**src/rtl/ysyx_22041071_mdu_ctrl.sv**
```systemverilog
// Sequencer around the shared iterative mul/div core: conditions operands, launches
// or bypasses the core, applies sign fix-up and holds the result under valid/ready.
module ysyx_22041071_mdu_ctrl #(
    parameter int XLEN = 64
) (
    input  logic              clk,
    input  logic              reset,
    input  logic              valid_in,
    output logic              ready_in,
    input  logic [4:0]        ALU_ctrl,
    input  logic [XLEN-1:0]   src1,
    input  logic [XLEN-1:0]   src2,
    input  logic              flush,
    output logic              core_start,
    output logic              core_abort,
    output logic              core_is_div,
    output logic [XLEN-1:0]   core_a,
    output logic [XLEN-1:0]   core_b,
    input  logic              core_done,
    input  logic [2*XLEN-1:0] core_prod,
    input  logic [XLEN-1:0]   core_quot,
    input  logic [XLEN-1:0]   core_rem,
    output logic              valid_out,
    input  logic              ready_out,
    output logic [XLEN-1:0]   result,
    output logic              stall
);

    localparam logic [4:0] OP_MUL   = 5'd19;
    localparam logic [4:0] OP_MULH  = 5'd20;
    localparam logic [4:0] OP_MULHU = 5'd21;
    localparam logic [4:0] OP_MULW  = 5'd22;
    localparam logic [4:0] OP_DIV   = 5'd23;
    localparam logic [4:0] OP_DIVU  = 5'd24;
    localparam logic [4:0] OP_DIVW  = 5'd25;
    localparam logic [4:0] OP_DIVUW = 5'd26;
    localparam logic [4:0] OP_REM   = 5'd27;
    localparam logic [4:0] OP_REMU  = 5'd28;
    localparam logic [4:0] OP_REMUW = 5'd29;
    localparam logic [4:0] OP_REMW  = 5'd30;

    typedef enum logic [1:0] {IDLE, START, WAIT, DONE} state_t;

    state_t     state_reg;
    logic [4:0] op_reg;
    logic       sa_reg;
    logic       sb_reg;

    function automatic logic [XLEN-1:0] w_sext(input logic [31:0] v);
        return {{(XLEN-32){v[31]}}, v};
    endfunction

    // ---------------- operand conditioning (combinational, latched at accept)
    logic            is_mdu, op_w, op_signed, op_div, op_rem, accept;
    logic [XLEN-1:0] ext1, ext2, mag_a, mag_b, min_val, special_val;
    logic            sa_in, sb_in, div_zero, div_ovf, special;

    always_comb begin
        is_mdu    = (ALU_ctrl >= OP_MUL) && (ALU_ctrl <= OP_REMW);
        op_w      = ALU_ctrl inside {OP_MULW, OP_DIVW, OP_DIVUW, OP_REMUW, OP_REMW};
        op_signed = ALU_ctrl inside {OP_MUL, OP_MULH, OP_MULW, OP_DIV, OP_DIVW, OP_REM, OP_REMW};
        op_div    = (ALU_ctrl >= OP_DIV) && (ALU_ctrl <= OP_REMW);
        op_rem    = (ALU_ctrl >= OP_REM) && (ALU_ctrl <= OP_REMW);

        ext1 = op_w ? {{(XLEN-32){op_signed & src1[31]}}, src1[31:0]} : src1;
        ext2 = op_w ? {{(XLEN-32){op_signed & src2[31]}}, src2[31:0]} : src2;

        sa_in = op_signed & ext1[XLEN-1];
        sb_in = op_signed & ext2[XLEN-1];
        mag_a = sa_in ? -ext1 : ext1;
        mag_b = sb_in ? -ext2 : ext2;

        // Most-negative value at the op width, seen after sign extension
        min_val  = op_w ? {{(XLEN-32){1'b1}}, 32'h8000_0000} : {1'b1, {(XLEN-1){1'b0}}};
        div_zero = op_div & (ext2 == '0);
        div_ovf  = op_div & op_signed & (ext1 == min_val) & (ext2 == '1);
        special  = div_zero | div_ovf;

        if (div_zero)
            special_val = op_rem ? ext1 : '1;
        else
            special_val = op_rem ? '0 : ext1;
        if (op_w)
            special_val = w_sext(special_val[31:0]);

        accept = valid_in & ready_in & is_mdu;
    end

    assign ready_in = (state_reg == IDLE);
    assign stall    = (state_reg != IDLE) | (valid_in & is_mdu);

    // ---------------- result fix-up from the latched op and core outputs
    logic [2*XLEN-1:0] prod_fix;
    logic [XLEN-1:0]   quot_fix, rem_fix, div_val, fix_res;
    logic              reg_w, reg_rem;

    always_comb begin
        reg_w    = op_reg inside {OP_DIVW, OP_DIVUW, OP_REMUW, OP_REMW};
        reg_rem  = (op_reg >= OP_REM) && (op_reg <= OP_REMW);
        prod_fix = (sa_reg ^ sb_reg) ? -core_prod : core_prod;
        quot_fix = (sa_reg ^ sb_reg) ? -core_quot : core_quot;
        rem_fix  = sa_reg ? -core_rem : core_rem;
        div_val  = reg_rem ? rem_fix : quot_fix;
        case (op_reg)
            OP_MUL:           fix_res = prod_fix[XLEN-1:0];
            OP_MULH, OP_MULHU: fix_res = prod_fix[2*XLEN-1:XLEN];
            OP_MULW:          fix_res = w_sext(prod_fix[31:0]);
            default:          fix_res = reg_w ? w_sext(div_val[31:0]) : div_val;
        endcase
    end

    // ---------------- sequencer
    always_ff @(posedge clk) begin
        if (!reset) begin
            state_reg   <= IDLE;
            op_reg      <= '0;
            sa_reg      <= 1'b0;
            sb_reg      <= 1'b0;
            core_start  <= 1'b0;
            core_abort  <= 1'b0;
            core_is_div <= 1'b0;
            core_a      <= '0;
            core_b      <= '0;
            result      <= '0;
            valid_out   <= 1'b0;
        end else begin
            core_start <= 1'b0;
            core_abort <= 1'b0;
            if (flush) begin
                // Flush wins over accept, core_done and ready_out
                state_reg  <= IDLE;
                valid_out  <= 1'b0;
                core_abort <= (state_reg == START) || (state_reg == WAIT);
            end else begin
                case (state_reg)
                    IDLE: begin
                        if (accept) begin
                            op_reg      <= ALU_ctrl;
                            sa_reg      <= sa_in;
                            sb_reg      <= sb_in;
                            core_a      <= mag_a;
                            core_b      <= mag_b;
                            core_is_div <= op_div;
                            if (special) begin
                                result    <= special_val;
                                valid_out <= 1'b1;
                                state_reg <= DONE;
                            end else begin
                                core_start <= 1'b1;
                                state_reg  <= START;
                            end
                        end
                    end
                    START: state_reg <= WAIT;
                    WAIT: begin
                        if (core_done) begin
                            result    <= fix_res;
                            valid_out <= 1'b1;
                            state_reg <= DONE;
                        end
                    end
                    DONE: begin
                        if (ready_out) begin
                            valid_out <= 1'b0;
                            state_reg <= IDLE;
                        end
                    end
                    default: state_reg <= IDLE;
                endcase
            end
        end
    end

endmodule

```
**config.mk**
```make
export PLATFORM = sky130hd
export DESIGN_NAME = ysyx_22041071_mdu_ctrl
export DESIGN_NICKNAME = d
export VERILOG_FILES = /design/src/rtl/ysyx_22041071_mdu_ctrl.sv
export SDC_FILE = /design/constraint.sdc
export NUM_CORES = 1
export LEC_CHECK = 0
export ABC_CLOCK_PERIOD_IN_PS = 3400
export CAP_MARGIN = 30
export CORE_ASPECT_RATIO = 0.5
export CORE_UTILIZATION = 33
export DETAILED_ROUTE_END_ITERATION = 6
export PLACE_DENSITY = 0.68
export SETUP_SLACK_MARGIN = 0.05
export SLEW_MARGIN = 20
export SYNTH_ARGS = -nofsm -noshare
export SYNTH_HDL_FRONTEND = slang
export SYNTH_SLANG_ARGS = --single-unit
```
**constraint.sdc**
```tcl
create_clock -name clk -period 3.4 [get_ports clk]
set_input_delay 0.34 -clock clk [delete_from_list [all_inputs] [get_ports clk]]
set_output_delay 0.34 -clock clk [all_outputs]
set_load 0.1 [all_outputs]
```
==> results_dict.tcl <==
set metrics [dict create \
    rr_startpoint "op_reg[0]$_SDFFE_PN0P_" \
    remaining_drc_errors 0 \
    slew_viol_final 0 \
    synth-compound-area-share 0.315 \
    cell_type_with_the_largest_total_area_after_synthesis "sky130_fd_sc_hd__dfxtp_1" \
    drt_iter0_drc 4085 \
    port_buffers 592 \
    storage_cell_area_sq_um 4110 \
    synth_top_family_by_area "compound AO/OA/AOI/OAI gates" \
    first_global_vias 28560 \
    cts_hold_buf 0 \
    worstHoldPathType "in2reg" \
    number_of_enable_type_register_cells_in_the_synthesized_netlist 0 \
    worstPathMaxFanout 6 \
    worst-r2r-setup-slack_ns 0.21 \
    cts.path.max_buffers 3 \
    power.density_cell_area_nw_per_um2 249 \
    cts.reportedPaths.clkPinSlew_ns 0.07 \
    post-synth-top-count-cell "sky130_fd_sc_hd__nor2_1" \
    gr-total-overflow 0 \
    synth_cell_types 96 \
    startpoint_class "primary input" \
    crit_required_ns 3.90 \
    die_area_sq_um 64700 \
    detail_route.wirelength_microns 138000 \
    synth_xor_area_frac 0.121 \
    relSlewSlack 0.295 \
    placed_cells_incl_taps 4991 \
    largest_registers_in_the_final_layout "core_a x64, core_b x64, result x64" \
    dominantRegCellSynth "sky130_fd_sc_hd__dfxtp_1" \
    cts-htree-levels 1 \
    grt_setup_unrepaired "yes" \
    netlist_top_cells_count "sky130_fd_sc_hd__nor2_1 (320), sky130_fd_sc_hd__nand2_1 (259), sky130_fd_sc_hd__dfxtp_1 (205)" \
    root_buffer_selected_by_cts "sky130_fd_sc_hd__clkbuf_16" \
    fin_tns_setup_ns 0 \
    post-route-min-period_ns 3.36 \
    wire_length_of_the_first_global_routing_pass_microns 197000 \
    worst-slew-pin-transition_ns 1.05 \
    synth_nets 3363 \
    post-route-period-util 0.988 \
    syn_to_final_growth_pct 69.0 \
    number_of_filler_instances_in_the_final_layout 5870 \
    floorplan.core_area_sq_um 62000 \
    post_synthesis_sequential_element_count 205 \
    peakVddDrop_uv 329 \
    data_arrival_time_of_the_worst_path_ns 3.86 \
    worst_r2r_endpoint "result[3]$_SDFFE_PN0P_" \
    postSynthCellCount 2958 \
    startpoint "core_rem[8]" \
    detail_route.wl_per_cell_microns 27.4 \
    synthMuxAreaShare 0.0147 \
    detail_route.vias_per_cell 6.09 \
    timing_hold_violations_final 0 \
    number_of_vias_after_detailed_routing 30728 \
    post_synth_fa_ha_maj_area_fraction 0.0212 \
    drtAntennaViolNets 0 \
    cap_viol_max_count 0 \
    multi_input_comb_area_sq_um 16100 \
    place.detailed.hpwl_microns 114000 \
    synthesis.area_per_instance_sq_um 7.10 \
    setup_viol 0 \
    grt_use_total 0.408 \
    floorplan.initialDensity 0.339 \
    synth.yosys.warnings 0 \
    endpoint "result[57]$_SDFFE_PN0P_" \
    syn_area_sq_um 21000 \
    num-nets-final 4604 \
    stdcell_count 5044 \
    p_leak_nw 13.1 \
    worst-r2r-cell-count 9 \
    num_rows 64 \
    result_of_the_run "finished clean" \
    cts_buffers 24 \
    numClockSinks 205 \
    die_height_microns 180 \
    drt_pass_1_iters 6 \
    clkLatencyLatePin_ns 0.57 \
    async_flop_share 0 \
    synth_top_area_share 0.195 \
    tritoncts "yes" \
    clock_skew_ns 0.0177 \
    die_w_microns 359 \
    timing.critical_path.to_type "flop" \
    fraction_of_the_yosys_area_taken_by_sequential_cells 0.195 \
    place_congestion 1.12 \
    fin_worst_hold_slack_ns 0.323 \
    synth_simple_gate_area_frac 0.284 \
    synthTopCellsByArea "sky130_fd_sc_hd__dfxtp_1 (20%), sky130_fd_sc_hd__xor2_1 (6.1%), sky130_fd_sc_hd__xnor2_1 (5.9%), sky130_fd_sc_hd__nor2_1 (5.7%), sky130_fd_sc_hd__a21oi_1 (4.7%)" \
    worstSetupPathType "in2reg" \
    grt_antenna_before_repair 13 \
    fmax_mhz 298 \
    top_level_ports 593 \
    layout-drive-gt1-share 0.242 \
    maximum_number_of_pins_on_one_net_before_global_route_repair 86 \
]
==> routing by layer <==
layer  vias up  global-route usage  share of wire
met5         -                   0        0.00090
met4        18              0.0958          0.028
met3       258               0.111           0.11
met2      1754               0.620           0.43
met1     14967               0.565           0.43
li1      13731                   -              -
==> worst min path at each step <==
stage | start | to | slack (ns) | depth (start not counted)
after floorplan | state_reg[1]$_SDFFE_PP0P_ | state_reg[1]$_SDFFE_PP0P_ | 0.46 | 2
after global placement | core_b[40]$_SDFFE_PN0P_ | core_b[40]$_SDFFE_PN0P_ | 0.44 | 2
after detailed placement | core_a[25]$_SDFFE_PN0P_ | core_a[25]$_SDFFE_PN0P_ | 0.45 | 2
after CTS | reset | core_a[35]$_SDFFE_PN0P_ | 0.27 | 3
after global routing | reset | core_a[35]$_SDFFE_PN0P_ | 0.31 | 3
final | reset | core_a[43]$_SDFFE_PN0P_ | 0.32 | 3
==> layout make-up <==
cell class / instances / area share
repair buffers: 1435 / 0.375
inverters: 35 / 0.00377
multi-input cells: 2498 / 0.453
flip-flops and latches: 205 / 0.116
clock buffers: 32 / 0.0189
diodes: 5 / 0.000353
well taps: 825 / 0.0291
clock inverters: 9 / 0.00395
==> per-stage QoR <==
| step | setup WS [ns] | utilization | area (sq um) | power, mW |
|---|---|---|---|---|
| after floorplan | 0.278 | - | 21000 | 4.04 |
| after global placement | -0.531 | 0.538 | 33300 | 5.82 |
| after detailed placement | -0.607 | 0.555 | 34400 | 5.96 |
| after CTS | -0.0257 | 0.569 | 35200 | 8.74 |
| after global routing | -0.00883 | 0.572 | 35500 | 9.04 |
| final | 0.0414 | 0.573 | 35500 | 8.82 |
==> placed cells by master, fill, tap and decap left out, types with 12 or more instances in the layout <==
cell / instances
sky130_fd_sc_hd__a211oi_1: 90
sky130_fd_sc_hd__a21oi_1: 197
sky130_fd_sc_hd__a221oi_1: 12
sky130_fd_sc_hd__a31oi_1: 97
sky130_fd_sc_hd__a41oi_1: 23
sky130_fd_sc_hd__and3_1: 13
sky130_fd_sc_hd__buf_12: 17
sky130_fd_sc_hd__buf_16: 43
sky130_fd_sc_hd__buf_4: 794
sky130_fd_sc_hd__clkbuf_16: 24
sky130_fd_sc_hd__clkdlybuf4s50_1: 578
sky130_fd_sc_hd__dfxtp_1: 204
sky130_fd_sc_hd__inv_1: 34
sky130_fd_sc_hd__maj3_1: 32
sky130_fd_sc_hd__mux2i_1: 26
sky130_fd_sc_hd__nand2_1: 256
sky130_fd_sc_hd__nand2b_1: 23
sky130_fd_sc_hd__nand3_1: 73
sky130_fd_sc_hd__nand4_1: 38
sky130_fd_sc_hd__nor2_1: 316
sky130_fd_sc_hd__nor2b_1: 12
sky130_fd_sc_hd__nor3_1: 110
sky130_fd_sc_hd__nor3b_1: 12
sky130_fd_sc_hd__nor4_1: 69
sky130_fd_sc_hd__o211ai_1: 28
sky130_fd_sc_hd__o21a_1: 15
sky130_fd_sc_hd__o21ai_0: 178
sky130_fd_sc_hd__o21ai_1: 17
sky130_fd_sc_hd__o221ai_1: 15
sky130_fd_sc_hd__o22ai_1: 40
sky130_fd_sc_hd__o31ai_1: 53
sky130_fd_sc_hd__o32ai_1: 15
sky130_fd_sc_hd__o41ai_1: 31
sky130_fd_sc_hd__or2_2: 25
sky130_fd_sc_hd__or3_1: 70
sky130_fd_sc_hd__or4_1: 50
sky130_fd_sc_hd__xnor2_1: 141
sky130_fd_sc_hd__xor2_1: 146
==> critical path, cell delays in order <==
cell and delay [ns]:
sky130_fd_sc_hd__clkdlybuf4s50_1 0.44, sky130_fd_sc_hd__or4_4 0.56, sky130_fd_sc_hd__or4_4 0.54, sky130_fd_sc_hd__or4_4 0.60, sky130_fd_sc_hd__buf_4 0.16, sky130_fd_sc_hd__or4_1 0.48, sky130_fd_sc_hd__o311a_1 0.13, sky130_fd_sc_hd__o211ai_1 0.24
sky130_fd_sc_hd__o311ai_1 0.20, sky130_fd_sc_hd__a31oi_1 0.16
==> logic make-up (layout without fill, tap and decap cells) <==
logic type	count (synthesis)	count (layout)
simple gates	1166	1166
compound gates	971	971
xor+xnor	289	289
buf+inv	255	1511
flops	205	205
fa+ha+maj	42	42
mux	30	30
other cells	0	5
==> where the power goes <==
part           switching [mW]  internal [mW]
combinational            2.02           1.45
sequential             0.0638           2.48
clock                    1.20           1.61
==> timing repair <==
item	4_1_cts	5_1_grt
buffers inserted	0	4
resized for setup	2	26
pin swaps	1	11
setup endpoints to repair	4	36
Note: power is estimated with default switching activity, not from simulation.
